===== src/rtl/sched_pkg.sv =====
// Shared opcode/ALU constants, FSM state enum and decoded-instruction record
// for the dual-issue scheduler.
package sched_pkg;

   // Primary opcode in bits [15:13]
   localparam logic [2:0] OP_LDR  = 3'b011;
   localparam logic [2:0] OP_STR  = 3'b100;
   localparam logic [2:0] OP_ALU  = 3'b101;
   localparam logic [2:0] OP_MOV  = 3'b110;
   localparam logic [2:0] OP_HALT = 3'b111;

   // ALU sub-op in bits [12:11]
   localparam logic [1:0] ALU_ADD = 2'b00;
   localparam logic [1:0] ALU_CMP = 2'b01;
   localparam logic [1:0] ALU_SUB = 2'b10;
   localparam logic [1:0] ALU_MVN = 2'b11;

   // MOV form select in bit 12: 1 = immediate, 0 = register
   localparam logic MOV_IMM = 1'b1;

   typedef enum logic [2:0] {
      S_IDLE   = 3'd0,
      S_WAIT0  = 3'd1,
      S_SECOND = 3'd2,
      S_WAIT1  = 3'd3,
      S_HALT   = 3'd4
   } sched_state_e;

   typedef struct packed {
      logic [2:0] op;
      logic [2:0] dest;
      logic       dest_v;
      logic [2:0] src1;
      logic       src1_v;
      logic [2:0] src2;
      logic       src2_v;
      logic       is_mem;
      logic       is_halt;
   } instr_info_t;

   // True when a valid destination matches a valid source register
   function automatic logic reg_hit(input logic [2:0] d, input logic dv,
                                    input logic [2:0] s, input logic sv);
      return dv & sv & (d == s);
   endfunction

endpackage


===== src/rtl/instr_class_decode.sv =====
// Per-instruction decode: class, destination, sources, memory and HALT flags.
module instr_class_decode
   import sched_pkg::*;
#(
   parameter int ILEN = 16
) (
   input  logic [ILEN-1:0] ir,
   output instr_info_t     info
);

   // Bits [4:3] carry no register field in any format
   logic unused_bits_s;
   assign unused_bits_s = &{1'b0, ir[4:3]};

   // Field extraction by opcode class
   always_comb begin
      info    = '0;
      info.op = ir[15:13];
      case (ir[15:13])
         OP_LDR: begin
            info.dest   = ir[7:5];
            info.dest_v = 1'b1;
            info.src1   = ir[10:8];
            info.src1_v = 1'b1;
            info.is_mem = 1'b1;
         end
         OP_STR: begin
            info.src1   = ir[10:8];
            info.src1_v = 1'b1;
            info.src2   = ir[7:5];
            info.src2_v = 1'b1;
            info.is_mem = 1'b1;
         end
         OP_ALU: begin
            info.dest   = ir[7:5];
            info.src2   = ir[2:0];
            info.src2_v = 1'b1;
            info.src1   = ir[10:8];
            // CMP only sets flags; MVN has no Rn operand
            if (ir[12:11] == ALU_CMP) begin
               info.dest_v = 1'b0;
            end else begin
               info.dest_v = 1'b1;
            end
            if (ir[12:11] == ALU_MVN) begin
               info.src1_v = 1'b0;
            end else begin
               info.src1_v = 1'b1;
            end
         end
         OP_MOV: begin
            info.dest_v = 1'b1;
            if (ir[12] == MOV_IMM) begin
               info.dest = ir[10:8];
            end else begin
               info.dest   = ir[7:5];
               info.src2   = ir[2:0];
               info.src2_v = 1'b1;
            end
         end
         OP_HALT: begin
            info.is_halt = 1'b1;
         end
         default: begin
            info.is_halt = 1'b0;
         end
      endcase
   end

endmodule


===== src/rtl/dual_issue_scheduler.sv =====
// Dual-issue scheduler: issues an instruction pair together when independent,
// otherwise serially, sequencing the single data-memory port.
module dual_issue_scheduler
   import sched_pkg::*;
#(
   parameter int ILEN  = 16,
   parameter int CNT_W = 8
) (
   input  logic             clk,
   input  logic             reset,
   input  logic             pair_valid,
   input  logic [ILEN-1:0]  p0_ir,
   input  logic [ILEN-1:0]  p1_ir,
   input  logic             mem_ack,
   output logic             issue0,
   output logic             issue1,
   output logic             mem_req,
   output logic             mem_sel,
   output logic             fetch_next,
   output logic             halted,
   output logic [CNT_W-1:0] split_count
);

   sched_state_e     state_r;
   logic [ILEN-1:0]  p1_cap_r;
   logic             mem_sel_r;
   logic             halted_r;
   logic [CNT_W-1:0] split_r;

   logic [ILEN-1:0]  p1_src_s;
   instr_info_t      p0_info_s;
   instr_info_t      p1_info_s;
   logic             conflict_s;
   logic             one_mem_s;
   logic             issue0_s;
   logic             issue1_s;
   logic             fetch_s;
   logic             mem_req_s;

   // Outside IDLE only the captured p1 matters, so live p1_ir cannot leak in
   assign p1_src_s = (state_r == S_IDLE) ? p1_ir : p1_cap_r;

   instr_class_decode #(.ILEN(ILEN)) u_dec_p0 (.ir(p0_ir),    .info(p0_info_s));
   instr_class_decode #(.ILEN(ILEN)) u_dec_p1 (.ir(p1_src_s), .info(p1_info_s));

   // Pair hazard detection: RAW, WAW, shared memory port, leading HALT
   always_comb begin
      conflict_s = reg_hit(p0_info_s.dest, p0_info_s.dest_v, p1_info_s.src1, p1_info_s.src1_v)
                 | reg_hit(p0_info_s.dest, p0_info_s.dest_v, p1_info_s.src2, p1_info_s.src2_v)
                 | reg_hit(p0_info_s.dest, p0_info_s.dest_v, p1_info_s.dest, p1_info_s.dest_v)
                 | (p0_info_s.is_mem & p1_info_s.is_mem)
                 | p0_info_s.is_halt;
      one_mem_s  = p0_info_s.is_mem ^ p1_info_s.is_mem;
   end

   // Issue/fetch pulses and memory request decoded from state and inputs
   always_comb begin
      issue0_s  = 1'b0;
      issue1_s  = 1'b0;
      fetch_s   = 1'b0;
      mem_req_s = 1'b0;
      if (reset) begin
         issue0_s = 1'b0;
      end else begin
         case (state_r)
            S_IDLE: begin
               if (pair_valid) begin
                  issue0_s = 1'b1;
                  if (!conflict_s) begin
                     issue1_s = 1'b1;
                     fetch_s  = ~one_mem_s & ~p1_info_s.is_halt;
                  end else begin
                     issue1_s = 1'b0;
                  end
               end else begin
                  issue0_s = 1'b0;
               end
            end
            S_WAIT0:  mem_req_s = 1'b1;
            S_SECOND: begin
               issue1_s = 1'b1;
               fetch_s  = ~p1_info_s.is_mem & ~p1_info_s.is_halt;
            end
            S_WAIT1: begin
               mem_req_s = 1'b1;
               fetch_s   = mem_ack;
            end
            S_HALT:   issue0_s = 1'b0;
            default:  issue0_s = 1'b0;
         endcase
      end
   end

   // Scheduler FSM with capture register, memory-port owner and split counter
   always_ff @(posedge clk) begin
      if (reset) begin
         state_r   <= S_IDLE;
         p1_cap_r  <= '0;
         mem_sel_r <= 1'b0;
         halted_r  <= 1'b0;
         split_r   <= '0;
      end else begin
         case (state_r)
            S_IDLE: begin
               if (pair_valid && !conflict_s) begin
                  if (one_mem_s) begin
                     mem_sel_r <= ~p0_info_s.is_mem;
                     state_r   <= S_WAIT1;
                  end else if (p1_info_s.is_halt) begin
                     halted_r  <= 1'b1;
                     state_r   <= S_HALT;
                  end else begin
                     state_r   <= S_IDLE;
                  end
               end else if (pair_valid) begin
                  p1_cap_r <= p1_ir;
                  if (split_r != {CNT_W{1'b1}}) begin
                     split_r <= split_r + {{(CNT_W-1){1'b0}}, 1'b1};
                  end
                  if (p0_info_s.is_halt) begin
                     halted_r  <= 1'b1;
                     state_r   <= S_HALT;
                  end else if (p0_info_s.is_mem) begin
                     mem_sel_r <= 1'b0;
                     state_r   <= S_WAIT0;
                  end else begin
                     state_r   <= S_SECOND;
                  end
               end
            end
            S_WAIT0: begin
               mem_sel_r <= 1'b0;
               if (mem_ack) begin
                  state_r <= S_SECOND;
               end
            end
            S_SECOND: begin
               if (p1_info_s.is_mem) begin
                  mem_sel_r <= 1'b1;
                  state_r   <= S_WAIT1;
               end else if (p1_info_s.is_halt) begin
                  halted_r  <= 1'b1;
                  state_r   <= S_HALT;
               end else begin
                  state_r   <= S_IDLE;
               end
            end
            S_WAIT1: begin
               if (mem_ack) begin
                  state_r <= S_IDLE;
               end
            end
            S_HALT: begin
               halted_r <= 1'b1;
               state_r  <= S_HALT;
            end
            default: state_r <= S_IDLE;
         endcase
      end
   end

   assign issue0      = issue0_s;
   assign issue1      = issue1_s;
   assign fetch_next  = fetch_s;
   assign mem_req     = mem_req_s;
   assign mem_sel     = mem_sel_r & ~reset;
   assign halted      = halted_r;
   assign split_count = split_r;

endmodule


===== config.mk =====
export PLATFORM = sky130hd
export DESIGN_NAME = dual_issue_scheduler
export DESIGN_NICKNAME = d
export VERILOG_FILES = /design/src/rtl/sched_pkg.sv /design/src/rtl/instr_class_decode.sv /design/src/rtl/dual_issue_scheduler.sv
export SDC_FILE = /design/constraint.sdc
export NUM_CORES = 1
export LEC_CHECK = 0
export ABC_AREA = 1
export CAP_MARGIN = 20
export CORE_MARGIN = 2
export CORE_UTILIZATION = 45
export CTS_BUF_LIST = sky130_fd_sc_hd__clkbuf_8
export CTS_CLUSTER_DIAMETER = 30
export DETAILED_ROUTE_END_ITERATION = 10
export DONT_BUFFER_PORTS = 1
export PLACE_DENSITY = 0.69
export SLEW_MARGIN = 20
export SYNTH_ARGS = -nofsm -noshare
export SYNTH_HDL_FRONTEND = slang
export SYNTH_HIERARCHICAL = 1
export SYNTH_SLANG_ARGS = --single-unit

===== constraint.sdc =====
create_clock -name clk -period 3.15 [get_ports clk]
set_input_delay 0.63 -clock clk [delete_from_list [all_inputs] [get_ports clk]]
set_output_delay 0.63 -clock clk [all_outputs]
set_load 0.05 [all_outputs]

==> impl_metrics.yaml <==
run_status:
  status: "finished with violations"
  failed_checks: "negative setup slack"
floorplanning:
  die_area_um2: 5863
  core_um2: 5107
  num_rows: 26
  die_w_um: 76.57
  start_util_pct: 46.40
  io-pin-count: 50
  die_h_um: 76.57
critical_path:
  worstPathArrival_ns: 2.59
  cp-end-kind: "output port"
  crit_required_ns: 2.52
  crit_fanout: 5
  worstSetupPathType: "register to output port"
  start_kind: "register"
synthesis:
  syn_area_um2: 2370
  synthesis.nets: 462
  yosysWarnings: 6
  synth_area_per_cell_um2: 5.589
  synthCells: 424
cells_and_area:
  fin_area_um2: 3084
  fin_cells: 532
  drive_above_1_share_pct: 29.44
  syn_to_final_growth_pct: 30.15
  n_antenna_cell: 0
  final_net_count: 501
  fillers: 502
  final_util_pct: 60.39
  multi_input_area_um2: 1762
  seq_area_um2: 544.3
power:
  power.density_nw_per_um2: 1034
  ir_drop_uv: 549.0
  total_power_mw: 3.191
  p_leak_nw: 1.478
sta:
  hold_ws_ns: 0.4074
  rsz0062_at_grt: "yes"
  relSlewSlack_pct: 40.54
  setup_viol: 2
  period_needed_ns: 3.219
  tightestPinTransition_ns: 0.8886
  setup_slack_ns: -0.06938
  fin_crit_sh_pct: 102.2
  fin_tns_setup_ns: -0.08938
  drv_slew: 0
  hold_violations: 0
  clock_skew_ns: 0.005849
  fmax_ghz: 0.3106
detailed_routing:
  vias: 2714
  drc: 0
  drtAntennaViolNets: 0
  finalWirelength_mm: 6.306
  post_drt_wl_per_cell_um: 11.85
  drt-initial-drc-count: 135
  viasPerCell: 5.102
  dr.pass1.iters: 4
placed_design:
  place_ws_ns: 0.03525
  place_hpwl_mm: 4.259
  port_buffers: 0
  place_inst: 497
  gp_congestion: 0.8851
  place_area_um2: 2547
clock_network:
  cts_tree: "built"
  htreeDepth: 1
  clock_path_buffers: 2
  hold_buffers: 0
  path_clk_slew_ns: 0.09
  cts.sinks: 27
  cts_buffers: 3
  cts-root-buf: "clkbuf_8"
  insertion_delay_ns: 0.28
min_path:
  hold_path.class: "input pin to register"
global_route:
  grt_pass1_vias: 2467
  grt_pass1_wl_mm: 10.64
  antenna_found_initial: 0
  grt_max_degree: 25
  overflow: 0
  grt_util_all_layers_pct: 21.28
flow_run:
  drv_cap: 0
==> final timing paths <==
kind | start | slack [ns] | cells past startpoint | endpoint
worst max-delay path | state_r[1] | -0.07 | 21 | fetch_next
worst min-delay path | reset | 0.41 | 1 | state_r[1]
worst max register to register | state_r[1] | 0.11 | 29 | mem_sel_r
worst min register to register | mem_sel_r | 0.49 | 2 | mem_sel_r
==> routing by layer <==
metal	wire length, um	GRT usage [%]	up-vias
li1	-	-	1406
met4	62	6.000	0
met1	2842	27.51	1231
met5	0	0	-
met2	3101	37.35	71
met3	300	2.370	6
==> report_power, final <==
part / internal [mW] / switching [mW] / leakage (nW)
sequential: 0.437 / 0.0837 / 0.221
clock: 0.0899 / 0.111 / 0.0217
combinational: 1.05 / 1.42 / 1.24
total: 1.58 / 1.62 / 1.48
==> layout by cell type (no fill, tap or decap), drive strengths merged <==
cell / instances
a21boi: 3
inv: 49
o211ai: 2
nand3: 31
clkbuf: 3
ha: 2
a31oi: 2
nor3: 3
nand2: 157
clkinvlp: 1
buf: 51
o21ai: 19
xor2: 2
dfxtp: 27
nand4: 17
nor2: 76
a21oi: 15
xnor2: 2
==> sequential cells by signal (all words and copies together), names as in the netlist <==
| signal | count |
|---|---|
| p1_cap_r | 14 |
| split_count | 8 |
| state_r | 3 |
| halted | 1 |
| mem_sel_r | 1 |
==> critical path, cell delays in order (launching register included) <==
cell	delay (ns)
dfxtp_2	0.34
nor2_4	0.13
nand2_4	0.09
buf_6	0.15
nand2_4	0.06
nand2_4	0.07
buf_6	0.14
buf_4	0.13
nand4_1	0.09
nand3_2	0.10
inv_1	0.06
nand2_1	0.04
nand2_1	0.07
nor2_2	0.06
nand2_2	0.07
nand2_2	0.06
nor2_4	0.13
nand3_2	0.08
nand2_1	0.08
nand2_2	0.06
a21oi_4	0.14
buf_12	0.15
==> area by class of cell <==
cell class,count,share of cell area [%]
clock buffer,3,1.339
clock inverter,1,0.2434
inverter,49,6.531
multi-input combinational,331,57.12
sequential,27,17.65
tap,70,2.840
timing repair buffer,51,14.28
==> repair_timing <==
| action | CTS | global route |
|---|---|---|
| setup buffers | 26 | 4 |
| setup endpoints to repair | 2 | 8 |
| resized for setup | 49 | 25 |
| gates cloned | 2 | 0 |
| pin swaps | 27 | 15 |
Note: power is estimated with default switching activity, not from simulation.
